### src/rtl/fetch_pc_ctrl.sv
// fetch_pc_ctrl: IF-stage PC register and instruction-fetch sequencer.
// It chooses between a sequential advance, a hold (stall or memory backpressure)
// and an EX-stage redirect. It drives the inst-SRAM request and the IF/ID and
// ID/EX flush pulses.
// Optional feature macro: PC_CTRL_PERF_EN adds the redirect and bubble
// performance counters. When the macro is undefined, both counter outputs read 0.
//
// state | meaning
// BOOT  | first cycle after reset, no request issued
// RUN   | fetching; redirect > stall > advance
// REDIR | one bubble after a redirect, kills the in-flight response
// HALT  | misaligned redirect target, parked until reset
module fetch_pc_ctrl #(
  parameter logic [31:0] RESET_PC = 32'h1C00_0000
) (
  input  logic        clk,
  input  logic        rst_n,
  input  logic        ex_valid,
  input  logic        ex_jump_taken,
  input  logic [31:0] ex_npc,
  input  logic        stall,
  input  logic        fetch_ready,
  output logic        fetch_req,
  output logic [31:0] fetch_addr,
  output logic [31:0] if_pc,
  output logic        if_valid,
  output logic        flush_ifid,
  output logic        flush_idex,
  output logic        fetch_adef,
  output logic [31:0] redirect_cnt,
  output logic [31:0] bubble_cnt
);

  typedef enum logic [1:0] {
    BOOT  = 2'd0,
    RUN   = 2'd1,
    REDIR = 2'd2,
    HALT  = 2'd3
  } state_t;

  state_t      state;
  state_t      state_nxt;
  logic [31:0] pc;
  logic [31:0] pc_nxt;
  logic        adef;
  logic        adef_nxt;
  logic        misaligned;

  assign misaligned = (ex_npc[1:0] != 2'b00);
  assign if_pc      = pc;
  assign fetch_addr = pc;
  assign fetch_adef = adef;

  // State, PC and sticky fault registers; async reset discards any pending redirect.
  always_ff @(posedge clk or negedge rst_n) begin
    if (!rst_n) begin
      state <= BOOT;
      pc    <= RESET_PC;
      adef  <= 1'b0;
    end else begin
      state <= state_nxt;
      pc    <= pc_nxt;
      adef  <= adef_nxt;
    end
  end

  // Next-state, next-PC and handshake/flush outputs.
  always_comb begin
    state_nxt  = state;
    pc_nxt     = pc;
    adef_nxt   = adef;
    fetch_req  = 1'b0;
    if_valid   = 1'b0;
    flush_ifid = 1'b0;
    flush_idex = 1'b0;
    case (state)
      BOOT: begin
        state_nxt = RUN;
      end
      RUN: begin
        fetch_req = 1'b1;
        if (ex_valid && ex_jump_taken) begin
          // A redirect wins over stall and backpressure. A misaligned target is
          // still loaded into the PC so that it is visible for debug.
          flush_ifid = 1'b1;
          flush_idex = 1'b1;
          pc_nxt     = ex_npc;
          if (misaligned) begin
            adef_nxt  = 1'b1;
            state_nxt = HALT;
          end else begin
            state_nxt = REDIR;
          end
        end else if (!stall && fetch_ready) begin
          if_valid = 1'b1;
          pc_nxt   = pc + 32'd4;
        end
      end
      REDIR: begin
        // A response for the old stream may already be in flight; kill it.
        flush_ifid = 1'b1;
        state_nxt  = RUN;
      end
      HALT: begin
        state_nxt = HALT;
      end
      default: begin
        state_nxt = BOOT;
      end
    endcase
  end

`ifdef PC_CTRL_PERF_EN
  logic redirect;
  logic bubble;

  assign redirect = (state == RUN) && ex_valid && ex_jump_taken;
  assign bubble   = (state == BOOT) || (state == REDIR);

  // Performance counters; both wrap at 2^32.
  always_ff @(posedge clk or negedge rst_n) begin
    if (!rst_n) begin
      redirect_cnt <= 32'h0;
      bubble_cnt   <= 32'h0;
    end else begin
      if (redirect) redirect_cnt <= redirect_cnt + 32'd1;
      if (bubble)   bubble_cnt   <= bubble_cnt + 32'd1;
    end
  end
`else
  assign redirect_cnt = 32'h0;
  assign bubble_cnt   = 32'h0;
`endif

endmodule

### config.mk
export PLATFORM = sky130hd
export DESIGN_NAME = fetch_pc_ctrl
export DESIGN_NICKNAME = d
export VERILOG_FILES = /design/src/rtl/fetch_pc_ctrl.sv
export SDC_FILE = /design/constraint.sdc
export NUM_CORES = 1
export LEC_CHECK = 0
export ABC_CLOCK_PERIOD_IN_PS = 4200
export CAP_MARGIN = 0
export CORE_UTILIZATION = 42
export CTS_CLUSTER_SIZE = 40
export DETAILED_ROUTE_END_ITERATION = 8
export PLACE_DENSITY = 0.89
export SLEW_MARGIN = 20
export SYNTH_ARGS = -nofsm -noshare
export SYNTH_HDL_FRONTEND = slang
export SYNTH_SLANG_ARGS = --single-unit
### constraint.sdc
create_clock -name clk -period 4.2 [get_ports clk]
set_input_delay 0.84 -clock clk [delete_from_list [all_inputs] [get_ports clk]]
set_output_delay 0.84 -clock clk [all_outputs]
set_load 0.01 [all_outputs]
# Yosys cells after proc, flatten, opt, wreduce, memory -nomap -nowiden
# Cells that the tools add are included.
[totals] output_inout_bits=133 elab_cells=29 ff_bits=35 input_bits=38
[classes] add_sub_neg=1 n_eq_ne=4 muxes=12 reduce_logical=9
[op_table] operator="$mux 32" n=2
[op_table] operator="$add 32x3->32 const B" n=1
[op_table] operator="$mux 1" n=7
[op_table] operator="$pmux 2 s3" n=1
[op_table] operator="$eq 2x2->1 const B" n=2
[op_table] operator="$reduce_bool 2->1" n=2
[op_table] operator="$reduce_and 3->1" n=1
[op_table] operator="$eq 2x1->1 const B" n=1
[op_table] operator="$logic_and 1x1->1" n=2
[op_table] operator="$logic_not 2->1" n=1
[op_table] operator="$mux 2" n=1
[op_table] operator="$ne 2x2->1 const B" n=1
[op_table] operator="$pmux 1 s2" n=1
[op_table] operator="$reduce_and 2->1" n=1
[op_table] operator="$reduce_or 2->1" n=1
[op_table] operator="$logic_not 1->1" n=1

# Logic depth before layout (Yosys ltp)
# Gate-level depths: netlist (run 1).
[depth] ltp_word=5 ltp_mapped=8 depth_no_buf=7

# Worst setup path before layout (run 1)
# No wires, ideal clock.
[synth_path] kind="input to output" from="in ex_valid" to="out flush_ifid" path_slack_ps=1589 arrival_time_ps=1771 n_path_buf=1 t_required_ps=3360 cell_stages=6 path_cell_list="and2_1 clkbuf_1 nand2_1 inv_1 nor2_1 nor2_1"
[synth_via] elab_chain_cells=3
[synth_rtl] element="start: declaration" line="18" source="input logic ex_valid,"
[synth_rtl] element="$logic_and 1x1->1" line="82" source="if (ex_valid && ex_jump_taken) begin"
[synth_rtl] element="$mux 1" line="82"
[synth_rtl] element="$pmux 1 s2" line="76" source="case (state)"
[synth_rtl] element="end: declaration" line="27" source="output logic flush_ifid,"
# Every way passes these cells.

# Worst setup path after layout (run 1)
[layout_path] from="in fetch_ready" to="out if_valid"
[layout_via] elab_chain_cells=4
[layout_rtl] element="start: declaration" line="22" source="input logic fetch_ready,"
[layout_rtl] element="$logic_and 1x1->1" line="94" source="end else if (!stall && fetch_ready) begin"
[layout_rtl] element="$mux 1" line="94"
[layout_rtl] element="$mux 1" line="82"
[layout_rtl] element="$mux 1" line="76"
[layout_rtl] element="end: declaration" line="26" source="output logic if_valid,"
# Every way passes these cells.

==> results of run 1 <==
==> cells by family after synthesis <==
group / Yosys count
buffers and inverters: 113
DFF: 35
other: 1
muxes: 2
AOI/OAI and AO/OA: 86
adders and majority gates: 5
and+or+nand+nor: 116
==> layer usage <==
layer  wire [um]  up-vias
li1            -     1253
met1        3061     1261
met2        3730      142
met3         564        2
met4          21        0
met5           0        -
==> flip-flops by register name, indices dropped and copies added (netlist names) <==
signal      count
fetch_addr     32
state           2
fetch_adef      1
==> per-stage QoR <==
| stage | worst slack (ns) | std cells | power, mW | util [%] | hold WS [ns] |
|---|---|---|---|---|---|
| floorplan | 1.589 | 421 | 1.361 | - | 0.5134 |
| global placement | 0.8903 | 501 | 1.798 | 54.84 | 0.4721 |
| detailed placement | 0.8552 | 501 | 1.835 | 54.84 | 0.4752 |
| CTS | 0.8489 | 509 | 2.109 | 56.39 | 0.4913 |
| global route | 0.7484 | 509 | 2.233 | 56.39 | 0.5225 |
| finish | 0.8316 | 509 | 2.100 | 56.39 | 0.4823 |
==> synthesized netlist by cell type, drive strengths merged, types with 3 or more instances <==
cell type,count,area share (%)
a211oi,5,1.3
a21oi,21,3.6
a2bb2oi,6,1.8
a311oi,4,1.2
a31oi,6,1.3
and2,4,0.86
and3,8,1.8
and4,4,1.2
buf,98,25
clkbuf,10,1.3
dfrtp,32,28
dfstp,3,2.7
ha,5,2.2
inv,4,0.52
nand2,37,4.8
nand3,13,2.4
nand4,6,1.5
nor2,26,3.4
nor3,8,1.8
o21ai,21,3.6
o22a,4,1.2
o22ai,8,1.7
or3,6,1.3
==> final cells by class <==
cell class	instances	area share, %
sequential	35	24.02
tap	77	2.631
clock buffer	8	2.733
timing repair buffer	111	29.86
inverter	5	0.5125
multi-input combinational	273	40.25
==> where the power goes <==
| group | total (mW) | switching, mW | internal (mW) |
|---|---|---|---|
| registers | 0.690 | 0.217 | 0.473 |
| clock network | 0.268 | 0.118 | 0.150 |
| logic | 1.14 | 0.517 | 0.624 |
| total | 2.10 | 0.852 | 1.25 |
==> how the worst max path moves through the flow <==
stage                       endpoint   startpoint
final                       if_valid  fetch_ready
after global routing        if_valid  fetch_ready
after CTS                   if_valid  fetch_ready
after detailed placement    if_valid  fetch_ready
after global placement      if_valid  fetch_ready
after floorplan           flush_ifid     ex_valid
==> flow_summary.html, run 1 <==
<table>
<tr><th>Metric</th><th>Value</th></tr>
<tr><th colspan="2">Layout</th></tr>
<tr><td>Multi-input logic area</td><td>1474 um^2</td></tr>
<tr><td>Highest-count cells in the layout ignoring fill and taps</td><td>clkdlybuf4s50_1, conb_1, nand2_1</td></tr>
<tr><td>Number of nets at the end of the flow</td><td>roughly 470</td></tr>
<tr><td>Combined flip-flop and latch cell area</td><td>~900 um^2</td></tr>
<tr><td>Ratio of cells with drive above 1 in the final layout</td><td>between 6 and 7%</td></tr>
<tr><td>Non-Filler Cell Area, Final</td><td>3662 um^2</td></tr>
<tr><td>Fill cell total of the finished layout</td><td>584</td></tr>
<tr><td>Growth of design area from synthesis to finish</td><td>26.27%</td></tr>
<tr><td>Most common cell after layout, fill and taps aside</td><td>clkdlybuf4s50_1</td></tr>
<tr><td>Number of diodes</td><td>0</td></tr>
<tr><th colspan="2">Timing</th></tr>
<tr><td>Total count of max-transition violations in the final report</td><td>0</td></tr>
<tr><td>Hold violation count in the final report</td><td>0</td></tr>
<tr><td>Worst clock skew on the final layout</td><td>0.009814 ns</td></tr>
<tr><td>Final cycle utilization of the critical path</td><td>80.20%</td></tr>
<tr><td>Accumulated negative setup slack</td><td>0 ns</td></tr>
<tr><td>Post-layout min period</td><td>about 3.4 ns</td></tr>
<tr><td>Max-slew headroom at the worst pin</td><td>between 40 and 50%</td></tr>
<tr><td>Peak clock frequency supported by timing</td><td>0.2969 GHz</td></tr>
<tr><td>Worst Max-Slew Pin Slew</td><td>approximately 0.79 ns</td></tr>
<tr><td>Setup repair after global routing missed its margin</td><td>no</td></tr>
<tr><td>Count of endpoints failing setup in the final report</td><td>0</td></tr>
<tr><th colspan="2">Floorplanning</th></tr>
<tr><td>Core outline area</td><td>around 6500 um^2</td></tr>
<tr><td>Horiz. Die Dim</td><td>roughly 85 um</td></tr>
<tr><td>Initial core utilization</td><td>~45%</td></tr>
<tr><td>Die ar.</td><td>around 7200 um^2</td></tr>
<tr><td>Die Y</td><td>about 85 um</td></tr>
<tr><td>Count of boundary I/O pins</td><td>between 150 and 200</td></tr>
<tr><td>Core Rows</td><td>29</td></tr>
<tr><th colspan="2">Global route</th></tr>
<tr><td>Overflow after GRT</td><td>0</td></tr>
<tr><td>Routing layer with the top usage in global route</td><td>met2</td></tr>
<tr><td>Met3 Track Usage GR</td><td>3.988%</td></tr>
<tr><td>Antenna violations before repair</td><td>0</td></tr>
<tr><td>Largest net degree at the start of global routing</td><td>45</td></tr>
<tr><td>First-pass GRT wire length</td><td>11480 um</td></tr>
<tr><td>Global routing met2 resource utilization</td><td>33.06%</td></tr>
<tr><td>Via count of the first global-routing pass</td><td>between 2000 and 2500</td></tr>
<tr><td>Total track usage</td><td>19.60%</td></tr>
<tr><td>Routing usage on met1</td><td>approximately 26%</td></tr>
<tr><th colspan="2">Min path</th></tr>
<tr><td>Capture endpoint of the worst hold path</td><td>fetch_adef</td></tr>
<tr><td>Startpoint of the most critical hold path</td><td>fetch_adef</td></tr>
<tr><td>Kind of path behind the tightest hold check</td><td>flip-flop to flip-flop</td></tr>
<tr><td>Worst Hold Depth</td><td>1</td></tr>
<tr><th colspan="2">Synth</th></tr>
<tr><td>Largest family of logic cells by synthesized area</td><td>buffers and inverters</td></tr>
<tr><td>Synthesized-area fraction occupied by and/or/nand/nor cells</td><td>about a fifth</td></tr>
<tr><td>Sequential area share after synthesis</td><td>a little under a third</td></tr>
<tr><td>Number of synthesis warnings</td><td>0</td></tr>
<tr><td>Syn_area_per_cell</td><td>roughly 8.1 um^2</td></tr>
<tr><td>Area share of xor/xnor cells in the synthesized design</td><td>0%</td></tr>
<tr><td>Dominant synthesized flop cell</td><td>dfrtp_1</td></tr>
<tr><td>Post-synth design cell area</td><td>about 2900 um^2</td></tr>
<tr><td>Gate count after technology mapping</td><td>358</td></tr>
<tr><td>Compound-cell area share of the yosys netlist</td><td>19.07%</td></tr>
<tr><td>Adder and majority cell fraction of the synthesized area</td><td>between 2 and 2.5%</td></tr>
<tr><td>Number of distinct standard cells referenced by the synthesized netlist</td><td>45</td></tr>
<tr><td>Fraction of synthesized area in multiplexers</td><td>less than 1%</td></tr>
<tr><td>EDFF count, synth</td><td>0</td></tr>
<tr><td>Post-synthesis register bit count</td><td>35</td></tr>
<tr><td>Fraction of registers with async set or reset after synthesis</td><td>between 90% and 100%</td></tr>
<tr><th colspan="2">Setup path</th></tr>
<tr><td>Worst endpoint data arrival time</td><td>around 2.5 ns</td></tr>
<tr><td>Critical Path Fanout Max</td><td>8</td></tr>
<tr><td>Logic depth of the worst path, buffers included</td><td>5</td></tr>
<tr><td>Critical path capture point type</td><td>output port</td></tr>
<tr><td>Kind of critical path</td><td>input port to output port</td></tr>
<tr><td>Ordered list of cells on the worst path</td><td>clkdlybuf4s50_1, nor2b_1, nand3_1, clkinv_1, clkdlybuf4s50_1</td></tr>
<tr><td>Crit-path max cell delay</td><td>0.57 ns</td></tr>
<tr><td>Category of the worst setup path launch point</td><td>input port</td></tr>
<tr><td>Slowest cell on crit path</td><td>clkdlybuf4s50_1</td></tr>
<tr><td>Cell type with the highest occurrence count on the critical path</td><td>clkdlybuf4s50_1</td></tr>
<tr><td>Dominant delay contributor by cell family on the critical path</td><td>buffers and inverters</td></tr>
<tr><td>R2r endpoint</td><td>fetch_addr[30]</td></tr>
<tr><td>Critical Path RT</td><td>approximately 3.4 ns</td></tr>
<tr><td>Beginning of the worst register-to-register path</td><td>fetch_addr[2]</td></tr>
<tr><td>R2R setup slack</td><td>roughly 2.1 ns</td></tr>
<tr><td>Count of cells along the worst register-to-register path</td><td>5</td></tr>
<tr><td>Buffering stage count on the worst path with inverters included</td><td>3</td></tr>
<tr><th colspan="2">Drt</th></tr>
<tr><td>DRT Pass-1 Iters</td><td>4</td></tr>
<tr><td>DRT iter0 DRCs</td><td>188</td></tr>
<tr><td>Drt total wl</td><td>between 7000 and 8000 um</td></tr>
<tr><td>Total number of vias</td><td>roughly 2700</td></tr>
<tr><td>Final routed wire length divided by cell count</td><td>14.49 um</td></tr>
<tr><td>ANT nets after route</td><td>0</td></tr>
<tr><td>Drt drc</td><td>0</td></tr>
<tr><td>Detail-routed via count per cell</td><td>~5.2</td></tr>
<tr><th colspan="2">CTS</th></tr>
<tr><td>Clock latency reported for the late side of the worst-skew pair</td><td>approximately 0.28 ns</td></tr>
<tr><td>H-tree Lvls</td><td>2</td></tr>
<tr><td>Clock buffer depth</td><td>2</td></tr>
<tr><td>Clock transition at the registers of the reported paths</td><td>0.07 ns</td></tr>
<tr><td>CTS tree</td><td>built</td></tr>
<tr><td>Clock buffers created by TritonCTS</td><td>5</td></tr>
<tr><td>Postcts setup bufs</td><td>0</td></tr>
<tr><td>Total of hold buffers inserted after clock tree synthesis</td><td>0</td></tr>
<tr><td>CTS sink count</td><td>35</td></tr>
<tr><td>Root Driver</td><td>clkbuf_8</td></tr>
<tr><td>CTS-repair resized insts</td><td>0</td></tr>
<tr><th colspan="2">Place</th></tr>
<tr><td>Detailed-placement wirelength estimate</td><td>about 5500 um</td></tr>
<tr><td>Dpl cell area</td><td>between 3000 and 4000 um^2</td></tr>
<tr><td>Number of buffer cells added on primary ports</td><td>approximately 110</td></tr>
<tr><td>Gp weighted congestion</td><td>0.8157</td></tr>
<tr><th colspan="2">Status</th></tr>
<tr><td>Run status</td><td>finished clean</td></tr>
<tr><th colspan="2">Pwr</th></tr>
<tr><td>Static leakage power</td><td>roughly 1.5 nW</td></tr>
<tr><td>Cell area power density</td><td>573.4 nW/um^2</td></tr>
<tr><td>Peak supply drop</td><td>between 0.15 and 0.2 mV</td></tr>
<tr><th colspan="2">Run</th></tr>
<tr><td>Max-cap viol count</td><td>0</td></tr>
</table>
No activity file was read; power rests on OpenSTA's default activity.
==> inputs of run 2 (changes only) <==
--- a/config.mk
+++ b/config.mk
@@ -5,12 +5,12 @@
 export SDC_FILE = /design/constraint.sdc
 export NUM_CORES = 1
 export LEC_CHECK = 0
-export ABC_CLOCK_PERIOD_IN_PS = 4200
+export ABC_CLOCK_PERIOD_IN_PS = 3500
 export CAP_MARGIN = 0
-export CORE_UTILIZATION = 42
+export CORE_UTILIZATION = 39
 export CTS_CLUSTER_SIZE = 40
 export DETAILED_ROUTE_END_ITERATION = 8
-export PLACE_DENSITY = 0.89
+export PLACE_DENSITY = 0.84
 export SLEW_MARGIN = 20
 export SYNTH_ARGS = -nofsm -noshare
 export SYNTH_HDL_FRONTEND = slang
==> constraint.sdc (replaced) <==
create_clock -name clk -period 3.5 [get_ports clk]
set_input_delay 0.7 -clock clk [delete_from_list [all_inputs] [get_ports clk]]
set_output_delay 0.7 -clock clk [all_outputs]
set_load 0.01 [all_outputs]
==> run 2 against run 1 <==
- register-to-register slack worse by 0.77 ns
- largest cell class unchanged
- critical path type unchanged
- clock power is 32% higher
- sequential cell count stayed put
- combinational power is 21% higher
- first-iteration DRC count is 20% higher
- via count stayed put
- final area is 1.2% higher
- critical path depth stayed put
- sequential power is 19% higher
- final cell count is 4.5% higher
==> flow_summary.html, run 2 (same netlist as run 1, synthesis figures left out) <==
<table>
<tr><th>Metric</th><th>Value</th></tr>
<tr><th colspan="2">Layout</th></tr>
<tr><td>Number of nets at the end of the flow</td><td>476 (+0.42%)</td></tr>
<tr><td>Flip-flop count of the largest register after layout</td><td>32 (unchanged)</td></tr>
<tr><td>Growth of design area from synthesis to finish</td><td>27.83%</td></tr>
<tr><td>Ratio of cells with drive above 1 in the final layout</td><td>6.467% (+0.22 points)</td></tr>
<tr><td>Highest-count cells in the layout ignoring fill and taps</td><td>clkdlybuf4s50_1, conb_1, nand2_1</td></tr>
<tr><td>Combined flip-flop and latch cell area</td><td>879.6 um^2 (unchanged)</td></tr>
<tr><td>Fill cell total of the finished layout</td><td>673 (+15%)</td></tr>
<tr><td>Number of diodes</td><td>0 (unchanged)</td></tr>
<tr><td>Multi-input logic area</td><td>1474 um^2 (unchanged)</td></tr>
<tr><td>Most common cell after layout, fill and taps aside</td><td>clkdlybuf4s50_1</td></tr>
<tr><th colspan="2">CTS</th></tr>
<tr><td>Clock buffer depth</td><td>2 (unchanged)</td></tr>
<tr><td>Root Driver</td><td>clkbuf_8</td></tr>
<tr><td>CTS sink count</td><td>35 (unchanged)</td></tr>
<tr><td>Clock latency reported for the late side of the worst-skew pair</td><td>0.28 ns (about the same)</td></tr>
<tr><td>CTS-repair resized insts</td><td>0 (unchanged)</td></tr>
<tr><td>Clock buffers created by TritonCTS</td><td>5 (unchanged)</td></tr>
<tr><td>Postcts setup bufs</td><td>0 (unchanged)</td></tr>
<tr><td>H-tree Lvls</td><td>2 (unchanged)</td></tr>
<tr><td>CTS tree</td><td>built</td></tr>
<tr><td>Clock transition at the registers of the reported paths</td><td>0.07 ns (about the same)</td></tr>
<tr><td>Total of hold buffers inserted after clock tree synthesis</td><td>0 (unchanged)</td></tr>
<tr><th colspan="2">Timing</th></tr>
<tr><td>Total count of max-transition violations in the final report</td><td>0 (unchanged)</td></tr>
<tr><td>Setup repair after global routing missed its margin</td><td>no</td></tr>
<tr><td>Peak clock frequency supported by timing</td><td>0.3282 GHz</td></tr>
<tr><td>Post-layout min period</td><td>3.047 ns</td></tr>
<tr><td>Hold violation count in the final report</td><td>0 (unchanged)</td></tr>
<tr><td>Final cycle utilization of the critical path</td><td>about 87%</td></tr>
<tr><td>Worst clock skew on the final layout</td><td>0.009760 ns (-0.00005437 ns)</td></tr>
<tr><td>Worst hold slack</td><td>0.5022 ns (+0.01987 ns)</td></tr>
<tr><td>Accumulated negative setup slack</td><td>0 ns (unchanged)</td></tr>
<tr><td>Worst Max-Slew Pin Slew</td><td>0.8099 ns (+0.01824 ns)</td></tr>
<tr><td>Count of endpoints failing setup in the final report</td><td>0 (unchanged)</td></tr>
<tr><td>Max-slew headroom at the worst pin</td><td>46.01% (-1.2 points)</td></tr>
<tr><th colspan="2">Min path</th></tr>
<tr><td>Kind of path behind the tightest hold check</td><td>input port to asynchronous set/reset pin</td></tr>
<tr><th colspan="2">Setup path</th></tr>
<tr><td>R2R setup slack</td><td>1.32 ns (-0.77 ns)</td></tr>
<tr><td>Logic depth of the worst path, buffers included</td><td>5 (unchanged)</td></tr>
<tr><td>Critical path capture point type</td><td>output port</td></tr>
<tr><td>Critical Path RT</td><td>2.80 ns (-0.56 ns)</td></tr>
<tr><td>Count of cells along the worst register-to-register path</td><td>6 (+1)</td></tr>
<tr><td>Beginning of the worst register-to-register path</td><td>fetch_addr[2]</td></tr>
<tr><td>Cell type with the highest occurrence count on the critical path</td><td>clkdlybuf4s50_1</td></tr>
<tr><td>Kind of critical path</td><td>input port to output port</td></tr>
<tr><td>Slowest cell on crit path</td><td>clkdlybuf4s50_1</td></tr>
<tr><td>Ordered list of cells on the worst path</td><td>clkdlybuf4s50_1, nor2b_1, nand3_1, clkinv_1, clkdlybuf4s50_1</td></tr>
<tr><td>Crit-path max cell delay</td><td>0.59 ns (+0.02 ns)</td></tr>
<tr><td>R2r endpoint</td><td>fetch_addr[24]</td></tr>
<tr><td>Buffering stage count on the worst path with inverters included</td><td>3 (unchanged)</td></tr>
<tr><td>Dominant delay contributor by cell family on the critical path</td><td>buffers and inverters</td></tr>
<tr><td>Category of the worst setup path launch point</td><td>input port</td></tr>
<tr><td>Worst endpoint data arrival time</td><td>2.35 ns (-0.18 ns)</td></tr>
<tr><td>Critical Path Fanout Max</td><td>8 (unchanged)</td></tr>
<tr><th colspan="2">Drt</th></tr>
<tr><td>Final routed wire length divided by cell count</td><td>13.87 um (-4.3%)</td></tr>
<tr><td>Detail-routed via count per cell</td><td>4.996 (-4.3%)</td></tr>
<tr><td>Total number of vias</td><td>2658 (unchanged)</td></tr>
<tr><td>DRT iter0 DRCs</td><td>225 (+20%)</td></tr>
<tr><td>Drt drc</td><td>0 (unchanged)</td></tr>
<tr><td>DRT Pass-1 Iters</td><td>7 (+3)</td></tr>
<tr><td>ANT nets after route</td><td>0 (unchanged)</td></tr>
<tr><td>Drt total wl</td><td>7377 um (unchanged)</td></tr>
<tr><th colspan="2">Floorplanning</th></tr>
<tr><td>Die ar.</td><td>7785 um^2 (+7.5%)</td></tr>
<tr><td>Core outline area</td><td>7214 um^2 (+11%)</td></tr>
<tr><td>Horiz. Die Dim</td><td>88.24 um (+3.7%)</td></tr>
<tr><td>Initial core utilization</td><td>40.20% (-4.5 points)</td></tr>
<tr><td>Core Rows</td><td>31 (+6.9%)</td></tr>
<tr><td>Count of boundary I/O pins</td><td>171 (unchanged)</td></tr>
<tr><td>Die Y</td><td>88.24 um (+3.7%)</td></tr>
<tr><th colspan="2">Pwr</th></tr>
<tr><td>Sequential fraction of design power</td><td>32.2% (-0.7 points)</td></tr>
<tr><td>Combinational Power Share</td><td>54.0% (-0.4 points)</td></tr>
<tr><td>Peak supply drop</td><td>0.3748 mV (+100%)</td></tr>
<tr><td>Cell area power density</td><td>689.6 nW/um^2 (+20%)</td></tr>
<tr><td>Switch Pwr</td><td>1.024 mW (+20%)</td></tr>
<tr><td>Static leakage power</td><td>1.557 nW (+0.54%)</td></tr>
<tr><td>Clock network power share</td><td>13.8% (+1.0 points)</td></tr>
<tr><td>Internal power consumption</td><td>1.533 mW (+23%)</td></tr>
<tr><td>Total power after layout</td><td>2.557 mW (+22%)</td></tr>
<tr><td>Switching power share of the total</td><td>40.04% (-0.56 points)</td></tr>
<tr><th colspan="2">Global route</th></tr>
<tr><td>Largest net degree at the start of global routing</td><td>45 (unchanged)</td></tr>
<tr><td>Antenna violations before repair</td><td>0 (unchanged)</td></tr>
<tr><td>First-pass GRT wire length</td><td>11540 um (+0.48%)</td></tr>
<tr><td>Via count of the first global-routing pass</td><td>2356 (-1.1%)</td></tr>
<tr><td>Total track usage</td><td>18.93% (-0.67 points)</td></tr>
<tr><td>Overflow after GRT</td><td>0 (unchanged)</td></tr>
<tr><th colspan="2">Place</th></tr>
<tr><td>Number of buffer cells added on primary ports</td><td>106 (unchanged)</td></tr>
<tr><td>Detailed-placement wirelength estimate</td><td>5341 um (-2.2%)</td></tr>
<tr><td>Gp weighted congestion</td><td>0.8270 (+1.4%)</td></tr>
<tr><th colspan="2">Run</th></tr>
<tr><td>Max-cap viol count</td><td>0 (unchanged)</td></tr>
<tr><th colspan="2">Status</th></tr>
<tr><td>Run status</td><td>finished clean</td></tr>
</table>
[run 2: layer usage]
metal / GRT usage (%) / vias to the layer above / wire (um)
li1: - / 1260 / -
met1: 25.39 / 1251 / 3022
met2: 31.26 / 145 / 3616
met3: 4.571 / 2 / 719
met4: 3.666 / 0 / 18
met5: 0 / - / 0
[run 2: stage by stage]
stage	setup slack (ns)	std cells	utilization (%)	cell area [um^2]
finish	0.4532	532	51.39	3707
global route	0.3710	532	51.39	3707
CTS	0.4474	532	51.39	3707
detailed placement	0.4593	525	49.97	3605
global placement	0.5657	525	49.97	3605
floorplan	1.169	421	-	3137
[run 2: how the worst max path moves through the flow]
stage                      startpoint          to  slack [ns]
after floorplan              ex_valid  flush_ifid        1.17
after global placement    fetch_ready    if_valid        0.57
after detailed placement  fetch_ready    if_valid        0.46
after CTS                 fetch_ready    if_valid        0.45
after global routing      fetch_ready    if_valid        0.37
final                     fetch_ready    if_valid        0.45
[run 2: final cells by class]
type	count	share of cell area (%)
Timing Repair Buffer	113	29.90
Tap cell	99	3.341
Clock buffer	6	1.957
Clock inverter	1	0.8100
Inverter	5	0.5062
Sequential cell	35	23.73
Multi-Input combinational cell	273	39.76
[run 2: power groups by stage]
stage | clock [mW] | sequential, mW | combinational (mW)
5_1_grt | 0.376 | 0.859 | 1.51
6_report | 0.353 | 0.823 | 1.38
2_1_floorplan | 0 | 0.835 | 0.798
3_5_place_dp | 0 | 0.831 | 1.38
3_3_place_gp | 0 | 0.821 | 1.34
4_1_cts | 0.359 | 0.824 | 1.39
[run 2: worst register-to-register path, cell delays in order (launching register included)]
cell and delay (ns):
dfrtp_1 0.45, ha_1 0.26, nand4_1 0.27, nor4_4 0.49, and2_1 0.31, and4_1 0.23
nor3_1 0.05
==> inputs of run 3 (changes only) <==
--- a/config.mk
+++ b/config.mk
@@ -7,10 +7,12 @@
 export LEC_CHECK = 0
 export ABC_CLOCK_PERIOD_IN_PS = 3500
 export CAP_MARGIN = 0
-export CORE_UTILIZATION = 39
+export CELL_PAD_IN_SITES_DETAIL_PLACEMENT = 1
+export CELL_PAD_IN_SITES_GLOBAL_PLACEMENT = 2
+export CORE_UTILIZATION = 20
 export CTS_CLUSTER_SIZE = 40
 export DETAILED_ROUTE_END_ITERATION = 8
-export PLACE_DENSITY = 0.84
+export PLACE_DENSITY = 0.82
 export SLEW_MARGIN = 20
 export SYNTH_ARGS = -nofsm -noshare
 export SYNTH_HDL_FRONTEND = slang
==> run 3 against run 2 <==
- final cell count increased by 15%
- via count increased by 1.3%
- count of clock-buffer cells in the layout decreased by 1
- critical path depth unchanged
- clock skew decreased by 0.0043 ns
- first-iteration DRC count decreased by 16%
- sequential cell count unchanged
- sequential power increased by 2.9%
- setup slack improved by 0.014 ns
- global-route usage decreased by 6.0 points
==> flow_summary.html, run 3 (same netlist as run 1, synthesis figures left out) <==
<table>
<tr><th>Metric</th><th>Value</th></tr>
<tr><th colspan="2">Run</th></tr>
<tr><td>Max-cap viol count</td><td>0 (unchanged)</td></tr>
<tr><th colspan="2">Global route</th></tr>
<tr><td>Via count of the first global-routing pass</td><td>2658 (+13%)</td></tr>
<tr><td>First-pass GRT wire length</td><td>14840 um (+29%)</td></tr>
<tr><td>Antenna violations before repair</td><td>0 (unchanged)</td></tr>
<tr><td>Overflow after GRT</td><td>0 (unchanged)</td></tr>
<tr><td>Total track usage</td><td>12.91% (-6.0 points)</td></tr>
<tr><td>Largest net degree at the start of global routing</td><td>45 (unchanged)</td></tr>
<tr><th colspan="2">Floorplanning</th></tr>
<tr><td>Core Rows</td><td>43 (+39%)</td></tr>
<tr><td>Core outline area</td><td>13990 um^2 (+94%)</td></tr>
<tr><td>Die ar.</td><td>14990 um^2 (+92%)</td></tr>
<tr><td>Count of boundary I/O pins</td><td>171 (unchanged)</td></tr>
<tr><td>Horiz. Die Dim</td><td>122.4 um (+39%)</td></tr>
<tr><td>Initial core utilization</td><td>20.73% (-19 points)</td></tr>
<tr><td>Die Y</td><td>122.4 um (+39%)</td></tr>
<tr><th colspan="2">Place</th></tr>
<tr><td>Number of buffer cells added on primary ports</td><td>106 (unchanged)</td></tr>
<tr><td>Post-Place Cells</td><td>605 (+15%)</td></tr>
<tr><td>Gp weighted congestion</td><td>0.7995 (-3.3%)</td></tr>
<tr><td>Detailed-placement wirelength estimate</td><td>7248 um (+36%)</td></tr>
<tr><th colspan="2">Setup path</th></tr>
<tr><td>Beginning of the worst register-to-register path</td><td>fetch_addr[2]</td></tr>
<tr><td>Worst endpoint data arrival time</td><td>2.33 ns (-0.02 ns)</td></tr>
<tr><td>Critical path capture point type</td><td>output port</td></tr>
<tr><td>Count of cells along the worst register-to-register path</td><td>6 (unchanged)</td></tr>
<tr><td>Kind of critical path</td><td>input port to output port</td></tr>
<tr><td>Crit-path max cell delay</td><td>0.58 ns (about the same)</td></tr>
<tr><td>Slowest cell on crit path</td><td>clkdlybuf4s50_1</td></tr>
<tr><td>Ordered list of cells on the worst path</td><td>clkdlybuf4s50_1, nor2b_1, nand3_1, clkinv_1, clkdlybuf4s50_1</td></tr>
<tr><td>Cell type with the highest occurrence count on the critical path</td><td>clkdlybuf4s50_1</td></tr>
<tr><td>Category of the worst setup path launch point</td><td>input port</td></tr>
<tr><td>Critical Path Fanout Max</td><td>8 (unchanged)</td></tr>
<tr><td>Critical Path RT</td><td>2.80 ns (about the same)</td></tr>
<tr><td>Launch point of the worst path</td><td>fetch_ready</td></tr>
<tr><th colspan="2">Layout</th></tr>
<tr><td>Ratio of cells with drive above 1 in the final layout</td><td>6.697% (+0.23 points)</td></tr>
<tr><td>Number of diodes</td><td>0 (unchanged)</td></tr>
<tr><td>Highest-count cells in the layout ignoring fill and taps</td><td>clkdlybuf4s50_1, conb_1, nand2_1</td></tr>
<tr><td>Combined flip-flop and latch cell area</td><td>879.6 um^2 (unchanged)</td></tr>
<tr><td>Non-filler instance count after layout</td><td>613 (+15%)</td></tr>
<tr><td>Post-layout util</td><td>27.65% (-24 points)</td></tr>
<tr><td>Number of nets at the end of the flow</td><td>475 (-0.21%)</td></tr>
<tr><td>Fill cell total of the finished layout</td><td>1693 (+150%)</td></tr>
<tr><td>Growth of design area from synthesis to finish</td><td>33.35%</td></tr>
<tr><td>Flip-flop count of the largest register after layout</td><td>32 (unchanged)</td></tr>
<tr><td>Multi-input logic area</td><td>1474 um^2 (unchanged)</td></tr>
<tr><td>Most common cell after layout, fill and taps aside</td><td>clkdlybuf4s50_1</td></tr>
<tr><th colspan="2">Pwr</th></tr>
<tr><td>Static leakage power</td><td>1.585 nW (+1.8%)</td></tr>
<tr><td>Peak supply drop</td><td>0.2000 mV (-47%)</td></tr>
<tr><td>Cell area power density</td><td>714.1 nW/um^2 (+3.5%)</td></tr>
<tr><th colspan="2">CTS</th></tr>
<tr><td>CTS tree</td><td>built</td></tr>
<tr><td>CTS sink count</td><td>35 (unchanged)</td></tr>
<tr><td>Clock buffer depth</td><td>2 (unchanged)</td></tr>
<tr><td>Clock latency reported for the late side of the worst-skew pair</td><td>0.28 ns (about the same)</td></tr>
<tr><td>Clock transition at the registers of the reported paths</td><td>0.06 ns (about the same)</td></tr>
<tr><td>CTS-repair resized insts</td><td>0 (unchanged)</td></tr>
<tr><td>H-tree Lvls</td><td>2 (unchanged)</td></tr>
<tr><td>Total of hold buffers inserted after clock tree synthesis</td><td>0 (unchanged)</td></tr>
<tr><td>Clock buffers created by TritonCTS</td><td>5 (unchanged)</td></tr>
<tr><td>Postcts setup bufs</td><td>0 (unchanged)</td></tr>
<tr><td>Root Driver</td><td>clkbuf_16</td></tr>
<tr><th colspan="2">Status</th></tr>
<tr><td>Run status</td><td>finished clean</td></tr>
<tr><th colspan="2">Timing</th></tr>
<tr><td>Total count of max-transition violations in the final report</td><td>0 (unchanged)</td></tr>
<tr><td>Setup repair after global routing missed its margin</td><td>no</td></tr>
<tr><td>Final cycle utilization of the critical path</td><td>86.65% (-0.40 points)</td></tr>
<tr><td>Worst clock skew on the final layout</td><td>0.005424 ns (-0.004336 ns)</td></tr>
<tr><td>Count of endpoints failing setup in the final report</td><td>0 (unchanged)</td></tr>
<tr><td>Peak clock frequency supported by timing</td><td>0.3297 GHz (+0.46%)</td></tr>
<tr><td>Post-layout min period</td><td>3.033 ns (-0.01401 ns)</td></tr>
<tr><td>Max-slew headroom at the worst pin</td><td>42.06% (-3.9 points)</td></tr>
<tr><td>Hold violation count in the final report</td><td>0 (unchanged)</td></tr>
<tr><td>Worst Max-Slew Pin Slew</td><td>0.8691 ns (+0.05920 ns)</td></tr>
<tr><td>Accumulated negative setup slack</td><td>0 ns (unchanged)</td></tr>
<tr><th colspan="2">Drt</th></tr>
<tr><td>Detail-routed via count per cell</td><td>4.393 (-12%)</td></tr>
<tr><td>DRT iter0 DRCs</td><td>188 (-16%)</td></tr>
<tr><td>Final routed wire length divided by cell count</td><td>15.79 um (+14%)</td></tr>
<tr><td>Total number of vias</td><td>2693 (+1.3%)</td></tr>
<tr><td>Drt total wl</td><td>9678 um (+31%)</td></tr>
<tr><td>Drt drc</td><td>0 (unchanged)</td></tr>
<tr><td>ANT nets after route</td><td>0 (unchanged)</td></tr>
<tr><td>DRT Pass-1 Iters</td><td>4 (-3)</td></tr>
<tr><th colspan="2">Min path</th></tr>
<tr><td>Startpoint of the most critical hold path</td><td>fetch_adef</td></tr>
<tr><td>Worst Hold Depth</td><td>1</td></tr>
<tr><td>Kind of path behind the tightest hold check</td><td>flip-flop to flip-flop</td></tr>
</table>
run 3: cell count changes in the layout (fill, tap and decap cells not counted):
cell,delta
clkbuf_16,+5
clkbuf_8,-5
buf_4,-1
clkbuf_1,-1
clkinv_2,+1
clkinv_4,+1
run 3: stage by stage:
step / total power [mW] / hold slack (ns) / instance area [um^2] / setup WS, ns
finish: 2.762 / 0.5172 / 3867 / 0.4672
global route: 2.966 / 0.5231 / 3867 / 0.3675
global placement: 2.217 / 0.4801 / 3699 / 0.5013
floorplan: 1.633 / 0.4044 / 3137 / 1.169
detailed placement: 2.267 / 0.4845 / 3699 / 0.4539
CTS: 2.801 / 0.5085 / 3867 / 0.4489
run 3: area by class of cell:
| class | instances | area share [%] |
|---|---|---|
| Timing Repair Buffer | 112 | 28.47 |
| Tap cell | 180 | 5.823 |
| Clock inverter | 3 | 1.132 |
| Inverter | 5 | 0.4853 |
| Sequential cell | 35 | 22.74 |
| Clock buffer | 5 | 3.235 |
| Multi-Input combinational cell | 273 | 38.11 |
run 3: worst paths after layout:
| path | to | slack, ns |
|---|---|---|
| max | if_valid | 0.47 |
| min | fetch_adef | 0.52 |
| max reg2reg | fetch_addr[30] | 1.25 |
| min reg2reg | fetch_adef | 0.52 |
| max in group asynchronous | fetch_addr[30] | 2.42 |
| min in group asynchronous | fetch_addr[8] | 0.54 |
run 3: power by group:
part	switching [mW]	total (mW)	internal [mW]
registers	0.279	0.847	0.568
clock network	0.185	0.521	0.336
logic	0.643	1.39	0.751
run 3: critical path, delay by kind of cell:
kind,cells,cell delay (ns)
simple gates,2,0.41
buf+inv,3,1.21
run 3: metal layers:
metal / part of all wire (%) / global-route usage (%) / wire (um) / up-vias
met5: 0 / 0 / 0 / -
met4: 0.13 / 1.982 / 13 / 0
met3: 8.0 / 2.974 / 778 / 2
met2: 49 / 22.02 / 4737 / 117
met1: 43 / 16.74 / 4148 / 1324
li1: - / - / - / 1250
